### src/rtl/sfft_pkg.sv
// Shared defaults and FSM encoding for the SFFT post-processing blocks.
package sfft_pkg;

  localparam int NFFT_LOG2_DEFAULT  = 9;
  localparam int DATA_WIDTH_DEFAULT = 32;
  localparam int N_BANDS_DEFAULT    = 4;

  typedef enum logic [1:0] {
    IDLE   = 2'd0,
    SCAN   = 2'd1,
    DRAIN  = 2'd2,
    COMMIT = 2'd3
  } state_t;

  // Band-select width; a single band still needs a 1-bit select port.
  function automatic int band_width(input int n_bands);
    return (n_bands > 1) ? $clog2(n_bands) : 1;
  endfunction

endpackage

### src/rtl/peak_compare.sv
// Magnitude of one SFFT bin checked against one band's running maximum.
module peak_compare #(
  parameter int NFFT_LOG2  = 9,
  parameter int DATA_WIDTH = 32
) (
  input  logic [NFFT_LOG2-1:0]  bin_idx,
  input  logic [DATA_WIDTH-1:0] data,
  input  logic [NFFT_LOG2-1:0]  max_bin,
  input  logic [DATA_WIDTH-1:0] max_mag,
  output logic [NFFT_LOG2-1:0]  upd_bin,
  output logic [DATA_WIDTH-1:0] upd_mag
);

  localparam logic [DATA_WIDTH-1:0] MAG_SAT  = {1'b0, {(DATA_WIDTH-1){1'b1}}};
  localparam logic [DATA_WIDTH-1:0] MOST_NEG = {1'b1, {(DATA_WIDTH-1){1'b0}}};

  logic [DATA_WIDTH-1:0] mag;

  always_comb begin
    mag = '0;
    // DC carries no spectral peak information, so it never competes.
    if (bin_idx == '0) begin
      mag = '0;
    end else if (data == MOST_NEG) begin
      mag = MAG_SAT;
    end else if (data[DATA_WIDTH-1]) begin
      mag = -data;
    end else begin
      mag = data;
    end
  end

  // Strictly greater only: earlier (lower) bins keep the peak on ties.
  always_comb begin
    upd_bin = max_bin;
    upd_mag = max_mag;
    if (mag > max_mag) begin
      upd_bin = bin_idx;
      upd_mag = mag;
    end
  end

endmodule

### src/rtl/spectral_peak_finder.sv
// Scans each completed SFFT frame and commits the largest-magnitude bin of
// every equal-width band to host-readable result registers.
module spectral_peak_finder
  import sfft_pkg::*;
#(
  parameter int NFFT_LOG2  = NFFT_LOG2_DEFAULT,
  parameter int DATA_WIDTH = DATA_WIDTH_DEFAULT,
  parameter int N_BANDS    = N_BANDS_DEFAULT,
  localparam int BAND_W    = band_width(N_BANDS)
) (
  input  logic                         clk,
  input  logic                         reset,
  input  logic                         frame_valid,
  output logic [NFFT_LOG2-1:0]         bin_addr,
  input  logic signed [DATA_WIDTH-1:0] bin_data,
  input  logic                         output_being_read,
  input  logic [BAND_W-1:0]            rd_band,
  output logic [NFFT_LOG2-1:0]         rd_bin,
  output logic [DATA_WIDTH-1:0]        rd_mag,
  output logic                         peaks_valid,
  output logic                         busy,
  output logic [31:0]                  frame_count,
  output logic                         overrun
);

  localparam int BAND_SHIFT = NFFT_LOG2 - $clog2(N_BANDS);
  localparam logic [NFFT_LOG2-1:0] LAST_BIN = '1;

  state_t state_reg, state_next;
  logic   commit;

  logic                  fv_reg, fv_prev_reg;
  logic                  frame_event;
  logic [NFFT_LOG2-1:0]  addr_reg;
  logic                  rd_valid_reg;
  logic [NFFT_LOG2-1:0]  rd_bin_reg;
  logic                  peaks_valid_reg;
  logic [31:0]           frame_count_reg;
  logic                  overrun_reg;

  logic [BAND_W-1:0]                    cur_band;
  logic [NFFT_LOG2-1:0]                 upd_bin;
  logic [DATA_WIDTH-1:0]                upd_mag;
  logic [N_BANDS-1:0][NFFT_LOG2-1:0]    work_bin_vec, res_bin_vec;
  logic [N_BANDS-1:0][DATA_WIDTH-1:0]   work_mag_vec, res_mag_vec;

  // Edge detector powers up "already high" so a level held through reset
  // must drop before it can start a frame.
  always_ff @(posedge clk) begin
    if (reset) begin
      fv_reg      <= 1'b1;
      fv_prev_reg <= 1'b1;
    end else begin
      fv_reg      <= frame_valid;
      fv_prev_reg <= fv_reg;
    end
  end

  assign frame_event = fv_reg & ~fv_prev_reg;

  always_ff @(posedge clk) begin
    if (reset) state_reg <= IDLE;
    else       state_reg <= state_next;
  end

  always_comb begin
    state_next = state_reg;
    commit     = 1'b0;
    case (state_reg)
      IDLE:   if (frame_event) state_next = SCAN;
      SCAN:   if (addr_reg == LAST_BIN) state_next = DRAIN;
      DRAIN:  state_next = COMMIT;
      COMMIT: begin
        if (!output_being_read) begin
          commit     = 1'b1;
          state_next = IDLE;
        end
      end
      default: state_next = IDLE;
    endcase
  end

  // rd_bin_reg tracks which bin the current bin_data word belongs to.
  always_ff @(posedge clk) begin
    if (reset) begin
      addr_reg        <= '0;
      rd_valid_reg    <= 1'b0;
      rd_bin_reg      <= '0;
      peaks_valid_reg <= 1'b0;
      frame_count_reg <= '0;
      overrun_reg     <= 1'b0;
    end else begin
      rd_valid_reg    <= (state_reg == SCAN);
      rd_bin_reg      <= addr_reg;
      peaks_valid_reg <= commit;
      if (state_reg == SCAN) addr_reg <= addr_reg + 1'b1;
      else                   addr_reg <= '0;
      if (commit) frame_count_reg <= frame_count_reg + 32'd1;
      if (frame_event && (state_reg != IDLE)) overrun_reg <= 1'b1;
    end
  end

  assign cur_band = BAND_W'(rd_bin_reg >> BAND_SHIFT);

  peak_compare #(
    .NFFT_LOG2  (NFFT_LOG2),
    .DATA_WIDTH (DATA_WIDTH)
  ) u_peak_compare (
    .bin_idx (rd_bin_reg),
    .data    (bin_data),
    .max_bin (work_bin_vec[cur_band]),
    .max_mag (work_mag_vec[cur_band]),
    .upd_bin (upd_bin),
    .upd_mag (upd_mag)
  );

  for (genvar gi = 0; gi < N_BANDS; gi++) begin : g_band
    logic [NFFT_LOG2-1:0]  work_bin_reg, res_bin_reg;
    logic [DATA_WIDTH-1:0] work_mag_reg, res_mag_reg;

    always_ff @(posedge clk) begin
      if (reset) begin
        work_bin_reg <= '0;
        work_mag_reg <= '0;
        res_bin_reg  <= '0;
        res_mag_reg  <= '0;
      end else begin
        if ((state_reg == IDLE) && frame_event) begin
          work_bin_reg <= '0;
          work_mag_reg <= '0;
        end else if (rd_valid_reg && (cur_band == BAND_W'(gi))) begin
          work_bin_reg <= upd_bin;
          work_mag_reg <= upd_mag;
        end
        if (commit) begin
          res_bin_reg <= work_bin_reg;
          res_mag_reg <= work_mag_reg;
        end
      end
    end

    assign work_bin_vec[gi] = work_bin_reg;
    assign work_mag_vec[gi] = work_mag_reg;
    assign res_bin_vec[gi]  = res_bin_reg;
    assign res_mag_vec[gi]  = res_mag_reg;
  end

  assign bin_addr    = addr_reg;
  assign rd_bin      = res_bin_vec[rd_band];
  assign rd_mag      = res_mag_vec[rd_band];
  assign peaks_valid = peaks_valid_reg;
  assign busy        = (state_reg != IDLE);
  assign frame_count = frame_count_reg;
  assign overrun     = overrun_reg;

endmodule
### config.mk
export PLATFORM = sky130hd
export DESIGN_NAME = spectral_peak_finder
export DESIGN_NICKNAME = d
export VERILOG_FILES = /design/src/rtl/sfft_pkg.sv /design/src/rtl/peak_compare.sv /design/src/rtl/spectral_peak_finder.sv
export SDC_FILE = /design/constraint.sdc
export NUM_CORES = 1
export LEC_CHECK = 0
export ABC_AREA = 1
export CORE_MARGIN = 2
export CORE_UTILIZATION = 64
export DETAILED_ROUTE_END_ITERATION = 7
export GPL_TIMING_DRIVEN = 0
export PLACE_DENSITY_LB_ADDON = 0.12
export SYNTH_ARGS = -nofsm -noshare
export SYNTH_HDL_FRONTEND = slang
export SYNTH_SLANG_ARGS = --single-unit
### constraint.sdc
create_clock -name clk -period 5.7 [get_ports clk]
set_input_delay 1.14 -clock clk [delete_from_list [all_inputs] [get_ports clk]]
set_output_delay 1.14 -clock clk [all_outputs]
set_load 0.05 [all_outputs]
Word level (Yosys, flattened, before mapping)
Cells that the tools add are included.
{"block": "totals", "regBits": 385, "latchBits": 0, "ram_bits": 0, "romBits": 0, "inputBits": 38, "output_inout_bits": 85, "wordCells": 77, "n_memories": 0}
{"block": "classes", "add_sub_neg": 3, "n_mul": 0, "n_div": 0, "magnitude_cmp": 3, "n_eq_ne": 11, "shift": 0, "n_mux": 19, "n_bitwise": 3, "reduce_logical": 13}
{"op": "2-to-1 mux 32 bit", "n": 6}
{"op": "binary-select mux 32 bit (select 2 bit)", "n": 2}
{"op": "binary-select mux 9 bit (select 2 bit)", "n": 2}
{"op": "adder 32 x 1 -> 32 bit, second input constant", "n": 1}
{"op": "equality test 32 bit, second input constant", "n": 1}
{"op": "greater-than comparator 32 bit", "n": 1}
{"op": "negator 32 bit", "n": 1}
{"op": "2-to-1 mux 9 bit", "n": 3}
{"op": "adder 9 x 1 -> 9 bit, second input constant", "n": 1}
{"op": "equality test 9 bit, second input constant", "n": 1}
{"op": "logical NOT 9 bit", "n": 1}
{"op": "equality test 2 bit, second input constant", "n": 4}
{"op": "one-hot mux 2 bit (4 select lines)", "n": 1}
{"op": "logical AND 1 bit", "n": 6}
{"op": "< comparator 2 x 3 -> 1 bit, second input constant", "n": 2}
{"op": "2-to-1 mux 2 bit", "n": 3}
{"op": "inequality test 2 bit, second input constant", "n": 3}
{"op": "equality test 2 x 1 -> 1 bit, second input constant", "n": 2}
{"op": "logical NOT 2 bit", "n": 2}
{"op": "OR reduction 2 bit", "n": 2}
{"op": "AND reduction 3 bit", "n": 1}
{"op": "2-to-1 mux 1 bit", "n": 2}
{"op": "NOT 1 bit", "n": 2}
{"op": "nonzero test 2 bit", "n": 1}
{"op": "AND 1 bit", "n": 1}

Longest topological paths before layout
Gate-level depths: netlist of run 1.
{"block": "depth", "ltp_word": 6, "mapped_depth": 28, "depth_no_buf": 26}

Hierarchy
Synthesis of run 1 repeated with hierarchy kept, for this count alone.
{"block": "unflattened", "cells_unflattened": 2641, "hier_area_um2": 18649.1}
{"module": "spectral_peak_finder", "instances": 1, "cells_per_inst": 2059, "area_each_um2": 15708.8, "seq_area_each_um2": 7707.4}
{"module": "peak_compare", "instances": 1, "cells_per_inst": 582, "area_each_um2": 2940.3, "seq_area_each_um2": 0.0}

Worst setup path after synthesis of run 1
OpenSTA, ideal clock, no wires.
{"block": "synth_path", "path_type": "input port to flip-flop", "from": "in bin_data[0]", "to": "reg g_band[0].work_mag_reg[31]", "arrival_time_ns": 3.591, "required_time_ns": 5.591, "path_slack_ns": 2.000, "path_stages": 22, "path_cell_list": "inv_1 > ha_1 > nand2_2 > nor2_2 > nand2_1 > inv_1 > nand2_2 > buf_6 > nand3_1 > nand2_1 > inv_1 > ha_1 > a21oi_1 > o21a_1 > nand2_1 > a21oi_1 > nand2_2 > buf_4 > nand3_1 > nand3_1 > nand2_1 > inv_1"}
{"block": "synth_between", "elab_chain_len": 6, "elab_cells_between_ends": 7, "classes_between": "add/sub (1); order compare (1); eq/ne (1); mux (4)"}
{"item": "start: declaration", "line_no": "spectral_peak_finder.sv:15", "source": "input logic signed [DATA_WIDTH-1:0] bin_data,"}
{"item": "negator 32 bit", "line_no": "peak_compare.sv:27", "source": "mag = -data;"}
{"item": "2-to-1 mux 32 bit", "line_no": "peak_compare.sv:26", "source": "end else if (data[DATA_WIDTH-1]) begin"}
{"item": "2-to-1 mux 32 bit *", "line_no": "peak_compare.sv:24", "source": "end else if (data == MOST_NEG) begin"}
{"item": "2-to-1 mux 32 bit *", "line_no": "peak_compare.sv:22", "source": "if (bin_idx == '0) begin"}
{"item": "greater-than comparator 32 bit", "line_no": "peak_compare.sv:37", "source": "if (mag > max_mag) begin"}
{"item": "2-to-1 mux 32 bit *", "line_no": "peak_compare.sv:37"}
{"item": "end signal: assignment", "line_no": "spectral_peak_finder.sv:133", "source": "work_mag_reg <= upd_mag;"}
{"item": "end: declaration", "line_no": "spectral_peak_finder.sv:119", "source": "logic [DATA_WIDTH-1:0] work_mag_reg, res_mag_reg;"}
Every way passes the cells marked *; elsewhere a longest branch is shown, timed or not.
A chain may end at the register's enable or synchronous reset.

Worst setup path after layout of run 1
{"block": "layout_path", "from": "in rd_band[1]", "to": "out rd_mag[16]"}
{"block": "layout_between", "elab_chain_len": 2}
{"item": "start: declaration", "line_no": "spectral_peak_finder.sv:17", "source": "input logic [BAND_W-1:0] rd_band,"}
{"item": "binary-select mux 32 bit (select 2 bit)", "line_no": "spectral_peak_finder.sv:150", "source": "assign rd_mag = res_mag_vec[rd_band];"}
{"item": "2-to-1 mux 32 bit (implied by the code)", "line_no": "spectral_peak_finder.sv:150"}
{"item": "end: declaration", "line_no": "spectral_peak_finder.sv:19", "source": "output logic [DATA_WIDTH-1:0] rd_mag,"}
No other way between the ends. The select of a mux whose other input is x is not followed.

==> results by group, run 1 <==
Floorplanning
  • Die Span Y: 178 um
  • I/O pin count: 123
  • Core Area: 29600 um2
  • Row cnt: 63
  • Die area: 31600 um2
  • Starting density of the core: between 60% and 70%
  • DIE WIDTH: approximately 180 um

CTS
  • CTS sink cnt: slightly below 400
  • CTS tree: yes
  • H-tree Lvls: 2
  • Root buf cell: clkbuf_16
  • Worst-skew pair later-pin latency: 0.54 ns
  • # hold bufs at CTS: 0
  • Clock Path Buffers: 3
  • CTS resizes: 0
  • Register clock-pin slew on the reported worst setup and hold paths: around 0.06 ns
  • TritonCTS buffer count: 41
  • Postcts setup bufs: 0

Timing
  • Final setup margin: ~0.4 ns
  • Clock Skew: roughly 0.024 ns
  • Final Cycle Share: roughly 93%
  • Setup_tns: 0 ns
  • Slew Viols, Final: 0
  • Worst slew pin tran: just over 1 ns
  • Fin. Hold Viols: 0
  • RSZ-0062 raised after global routing: false
  • Max Fclk: 189 MHz
  • Post-layout min period: 5.30 ns
  • Final setup viols: 0
  • Slew margin rel.: 31.1%
  • Hold_ws: 0.455 ns

Routing
  • Residual DRC count: 0
  • Initial drt markers: 2778
  • WL final: 69.1 mm
  • Drt pass-1 iters: 6
  • Drt via density: 6.23
  • Total number of vias: roughly 21000
  • DRT antenna net count: 0
  • DR WL/cell: approximately 21 um
  • M1 WL: 26.1 mm
  • Top routing layer in use: met5
  • Met2 WL: a little over 30 mm
  • Wire length on met3: about 8.8 mm

Place
  • Port Buf Inserts: 120
  • Post-DP Area: 21000 um2
  • Worst slack, placed: roughly 0.58 ns
  • Routability cong.: a little under 1
  • Post-DP HPWL: 50.4 mm

Logic synthesis
  • Post-synthesis sequential area ratio: 39.9%
  • Synth warn: 0
  • EDFF count, synth: 0
  • Net Count, Synth: 2822
  • Syn Area/Cell: 7.04 um2
  • Top FF cell, synth: dfxtp_1
  • Cells after synthesis: 2744
  • Synth unique cells: 50
  • Flops & latches, synth: roughly 390
  • Async SR Flop Fraction: 0%
  • Post-synthesis cell area: 19300 um2

Global routing
  • Largest net degree at the start of global routing: 14
  • Total grt overflow: 0
  • Initial antenna violation count: 2
  • Vias in the first global route: around 19000
  • First-pass GRT wire length: 104 mm
  • GRT Overall Usage: 42.8%

Power
  • P per Cell Area: 380 nW/um2
  • Peak supply drop: 421 uV
  • Static leakage: 9.34 nW

Setup path
  • Critical Path Sink Type: output pin
  • Critical Path RT: approximately 4.6 ns
  • Crit-path cells: clkdlybuf4s50_1 -> inv_1 -> clkbuf_1 -> o21ai_0 -> o22ai_1 -> clkdlybuf4s50_1
  • Slowest-stage cell, CP: clkdlybuf4s50_1
  • Startpoint class of the critical path: input pin
  • WP data arrival: roughly 4.2 ns
  • Max FO, Critical Path: 10
  • Most used cell, CP: clkdlybuf4s50_1
  • Slowest stage delay, CP: 0.87 ns
  • Kind of critical path: input pin to output pin

Finish
  • Area growth syn-to-layout: 15.4%
  • Final nets: between 2000 and 3000
  • Fillers: ~2300
  • Fraction of layout cells with a size suffix above 1: roughly 7.0%
  • Final instance area: 22300 um2
  • Utilization after layout: 75.2%

Outcome
  • Outcome: complete, no violations

Hold path
  • Worst min-delay path category: register to register

Job
  • Max-cap viol count: 0
path summary, 6_finish.rpt:
kind	from	to	slack, ns	depth (start not counted)
setup / recovery	rd_band[1]	rd_mag[16]	0.40	6
hold / removal	overrun$_SDFFE_PP0P_	overrun$_SDFFE_PP0P_	0.46	2
setup reg to reg	rd_bin_reg[8]$_SDFF_PP0_	g_band[2].work_bin_reg[5]$_SDFFE_PP0P_	1.29	19
hold reg to reg	overrun$_SDFFE_PP0P_	overrun$_SDFFE_PP0P_	0.46	2
metal layers:
metal,GRT usage (%),up-vias
li1,-,9363
met2,67.5,1463
met4,21.9,2
met5,0,-
met1,54.6,9567
met3,9.92,314
placed cells by master, fill, tap and decap left out, drive strengths merged, types with 42 or more instances in the layout:
cell           netlist  routed
nor2               395     395
dfxtp              385     385
nand2              375     375
inv                343     343
o21ai              338     338
a21oi              259     259
nand3              217     217
clkbuf             118     178
clkdlybuf4s50        0     120
o22ai               59      59
buf                 52      52
o21a                42      42
final cells by class:
type	count	area [um2]	share of cell area [%]
antenna	1	2.50	0.0112
buffer	170	788	3.54
clock buffer	60	1170	5.25
clock inverter	8	106	0.477
inverter	346	1300	5.83
multi-input combinational	1843	9520	42.7
sequential	385	7710	34.6
tap	390	488	2.19
timing repair buffer	120	1200	5.39
synth_stat cells, types with 10 or more instances:
cell type	instances	area, um2
nand2_1	341	1280
buf_2	25	125
nor2_1	383	1440
o221ai_1	10	87.6
nand3_1	202	1010
o22ai_1	59	369
clkbuf_1	118	443
nand3_2	15	150
ha_1	40	500
a21oi_1	255	1280
o21a_1	42	315
xor2_1	12	105
nand4_1	11	68.8
a22o_1	11	96.3
a22oi_1	10	75.1
inv_2	17	63.8
nand2_2	13	81.3
nor3_1	15	75.1
o21ai_0	329	1650
dfxtp_1	385	7710
nand2_4	20	225
nor2_2	11	68.8
inv_1	326	1220
critical path: cells and delay by family:
kind / cells / cell delay, ns
AOI/OAI and AO/OA: 2 / 0.47
buffers and inverters: 4 / 2.54
cells by family after synthesis:
group	Yosys count	share of synthesized area, %
buffers and inverters	516	10.8
adders and majority gates	40	2.59
DFF	385	39.9
and+or+nand+nor	1035	23.8
AOI/OAI and AO/OA	752	22.1
xor gates and xnor gates	16	0.726
through the flow:
step / power (mW) / cells
2_1_floorplan: 5.02 / 2744
3_5_place_dp: 5.81 / 3254
3_3_place_gp: 5.76 / 3254
5_1_grt: 8.71 / 3322
6_report: 8.47 / 3323
4_1_cts: 8.35 / 3322
power by group:
part	internal [mW]	switching [mW]
Combinational	0.876	2.04
Sequential	2.86	0.0943
Clock	1.51	1.09
Total	5.25	3.23
Note: power is estimated with default switching activity, not from simulation.
==> inputs of run 2 (changes only) <==
CTS_CLUSTER_DIAMETER = 60   (was unset)
SLEW_MARGIN = 20   (was unset)
==> results by group, run 2 (synthesis gave the netlist of run 1 again) <==
CTS
  • CTS resizes: 0
  • Register clock-pin slew on the reported worst setup and hold paths: around 0.060 ns
  • H-tree Lvls: 2
  • Worst-skew pair later-pin latency: 0.55 ns
  • Postcts setup bufs: 0
  • TritonCTS buffer count: 42
  • CTS tree: yes
  • Clock Path Buffers: 3
  • # hold bufs at CTS: 0
  • Root buf cell: clkbuf_16
  • CTS sink cnt: 385

Setup path
  • Kind of critical path: input pin to output pin
  • Worst r2r src: rd_bin_reg[8]$_SDFF_PP0_
  • Critical Path Sink Type: output pin
  • Max FO, Critical Path: 10
  • Slowest stage delay, CP: 0.88 ns
  • Startpoint class of the critical path: input pin
  • Reg2reg setup slack: around 1.3 ns
  • Slowest-stage cell, CP: clkdlybuf4s50_1
  • CP Launch Point: rd_band[1]
  • Critical Path RT: 4.56 ns
  • Reg2reg path depth: 19
  • Most used cell, CP: clkdlybuf4s50_1
  • Crit-path cells: clkdlybuf4s50_1 -> inv_1 -> clkbuf_1 -> o21ai_0 -> o22ai_1 -> clkdlybuf4s50_1
  • WP data arrival: 4.17 ns

Routing
  • Initial drt markers: 2807
  • Drt pass-1 iters: 7
  • DRT antenna net count: 0
  • Drt via density: 6.25
  • WL final: 69.2 mm
  • DR WL/cell: 20.8 um
  • Residual DRC count: 0
  • Total number of vias: 20800

Timing
  • Slew Viols, Final: 0
  • Max Fclk: 188 MHz
  • Final Cycle Share: 93.1%
  • RSZ-0062 raised after global routing: false
  • Clock Skew: 0.0270 ns
  • Setup_tns: 0 ns
  • Post-layout min period: 5.31 ns
  • Fin. Hold Viols: 0
  • Slew margin rel.: 32.4%
  • Worst slew pin tran: 1.00 ns
  • Final setup viols: 0

Job
  • Max-cap viol count: 0

Power
  • PnR Total Power: 8.51 mW
  • Peak supply drop: 438 uV
  • Sw frac: 38.1%
  • P per Cell Area: 381 nW/um2
  • Clock network power share: between 30% and 40%
  • P_sw: 3.24 mW
  • Logic pwr share: between 30% and 40%
  • Internal Power: around 5.3 mW
  • Reg power frac: 34.7%
  • Static leakage: between 9 and 10 nW

Floorplanning
  • Starting density of the core: 65.2%
  • Die area: ~32000 um2
  • I/O pin count: 123
  • Row cnt: 63
  • Die Span Y: 178 um
  • Core Area: slightly below 30000 um2
  • DIE WIDTH: about 180 um

Place
  • Routability cong.: 0.986
  • Post-DP HPWL: 50.4 mm
  • Port Buf Inserts: 120

Finish
  • Fillers: 2329
  • Area growth syn-to-layout: 15.6%
  • Final nets: 2986
  • Most common cell after layout, fill and taps aside: dfxtp_1
  • Utilization after layout: about three quarters
  • N_diodes: 0
  • Most frequent cells in the layout: 385 x dfxtp_1, 383 x nor2_1, 341 x nand2_1
  • Fraction of layout cells with a size suffix above 1: 7.25%

Global routing
  • GRT Overall Usage: 42.8%
  • Initial antenna violation count: 1
  • First-pass GRT wire length: 104 mm
  • Largest net degree at the start of global routing: 15
  • Total grt overflow: 0
  • Vias in the first global route: 19200

Hold path
  • Worst min-delay path category: register to register
  • Hold path depth: 2
  • Hold path start: bin_addr[1]$_SDFF_PP0_

Outcome
  • Outcome: complete, no violations
[run 2: cell types whose count changed in the layout (fill, tap and decap cells not counted)]
cell / delta
inv_6: +1
clkbuf_1: -5
clkinv_8: -1
clkinvlp_4: +2
clkinv_2: +1
bufinv_16: -2
clkbuf_16: +1
clkbuf_8: +6
diode_2: -1
inv_8: +1
[run 2: worst paths after layout]
path,to
min,rd_bin_reg[1]$_SDFF_PP0_
max,rd_mag[16]
max reg2reg,g_band[2].work_bin_reg[5]$_SDFFE_PP0P_
min reg2reg,rd_bin_reg[1]$_SDFF_PP0_
[run 2: stage by stage]
stage | worst slack, ns | cell area [um2] | hold slack (ns) | std cells
final | 0.393 | 22300 | 0.451 | 3326
after global routing | 0.465 | 22300 | 0.488 | 3326
after CTS | 0.564 | 22300 | 0.455 | 3326
after detailed placement | 0.580 | 21000 | 0.449 | 3254
after global placement | 0.552 | 21000 | 0.434 | 3254
after floorplan | 2.00 | 19300 | 0.444 | 2744
[run 2: cell type report]
class / instances / area [um2] / share of cell area [%]
multi-input cells: 1843 / 9520 / 42.6
flip-flops and latches: 385 / 7710 / 34.5
inverters: 346 / 1300 / 5.82
clock buffers: 62 / 1260 / 5.63
repair buffers: 120 / 1200 / 5.38
plain buffers: 170 / 788 / 3.53
well taps: 390 / 488 / 2.19
clock inverters: 10 / 70.1 / 0.314
[run 2: critical path, delay by kind of cell]
| kind | cells | cell delay [ns] |
|---|---|---|
| buf+inv | 4 | 2.54 |
| compound gates | 2 | 0.49 |
[run 2: layer usage]
metal / track usage, % / wire, um / vias up
met2: 67.4 / 30300 / 1456
met4: 22.0 / 3840 / 2
met3: 10.1 / 8580 / 314
li1: - / - / 9370
met5: 0 / 14 / -
met1: 54.6 / 26400 / 9661
[run 2: power by group through the flow]
stage	Clock [mW]	Sequential, mW	Combinational (mW)
finish	2.64	2.96	2.91
detailed placement	0	3.01	2.80
global placement	0	3.00	2.76
floorplan	0	2.99	2.03
global route	2.72	2.97	3.08
CTS	2.62	2.95	2.82
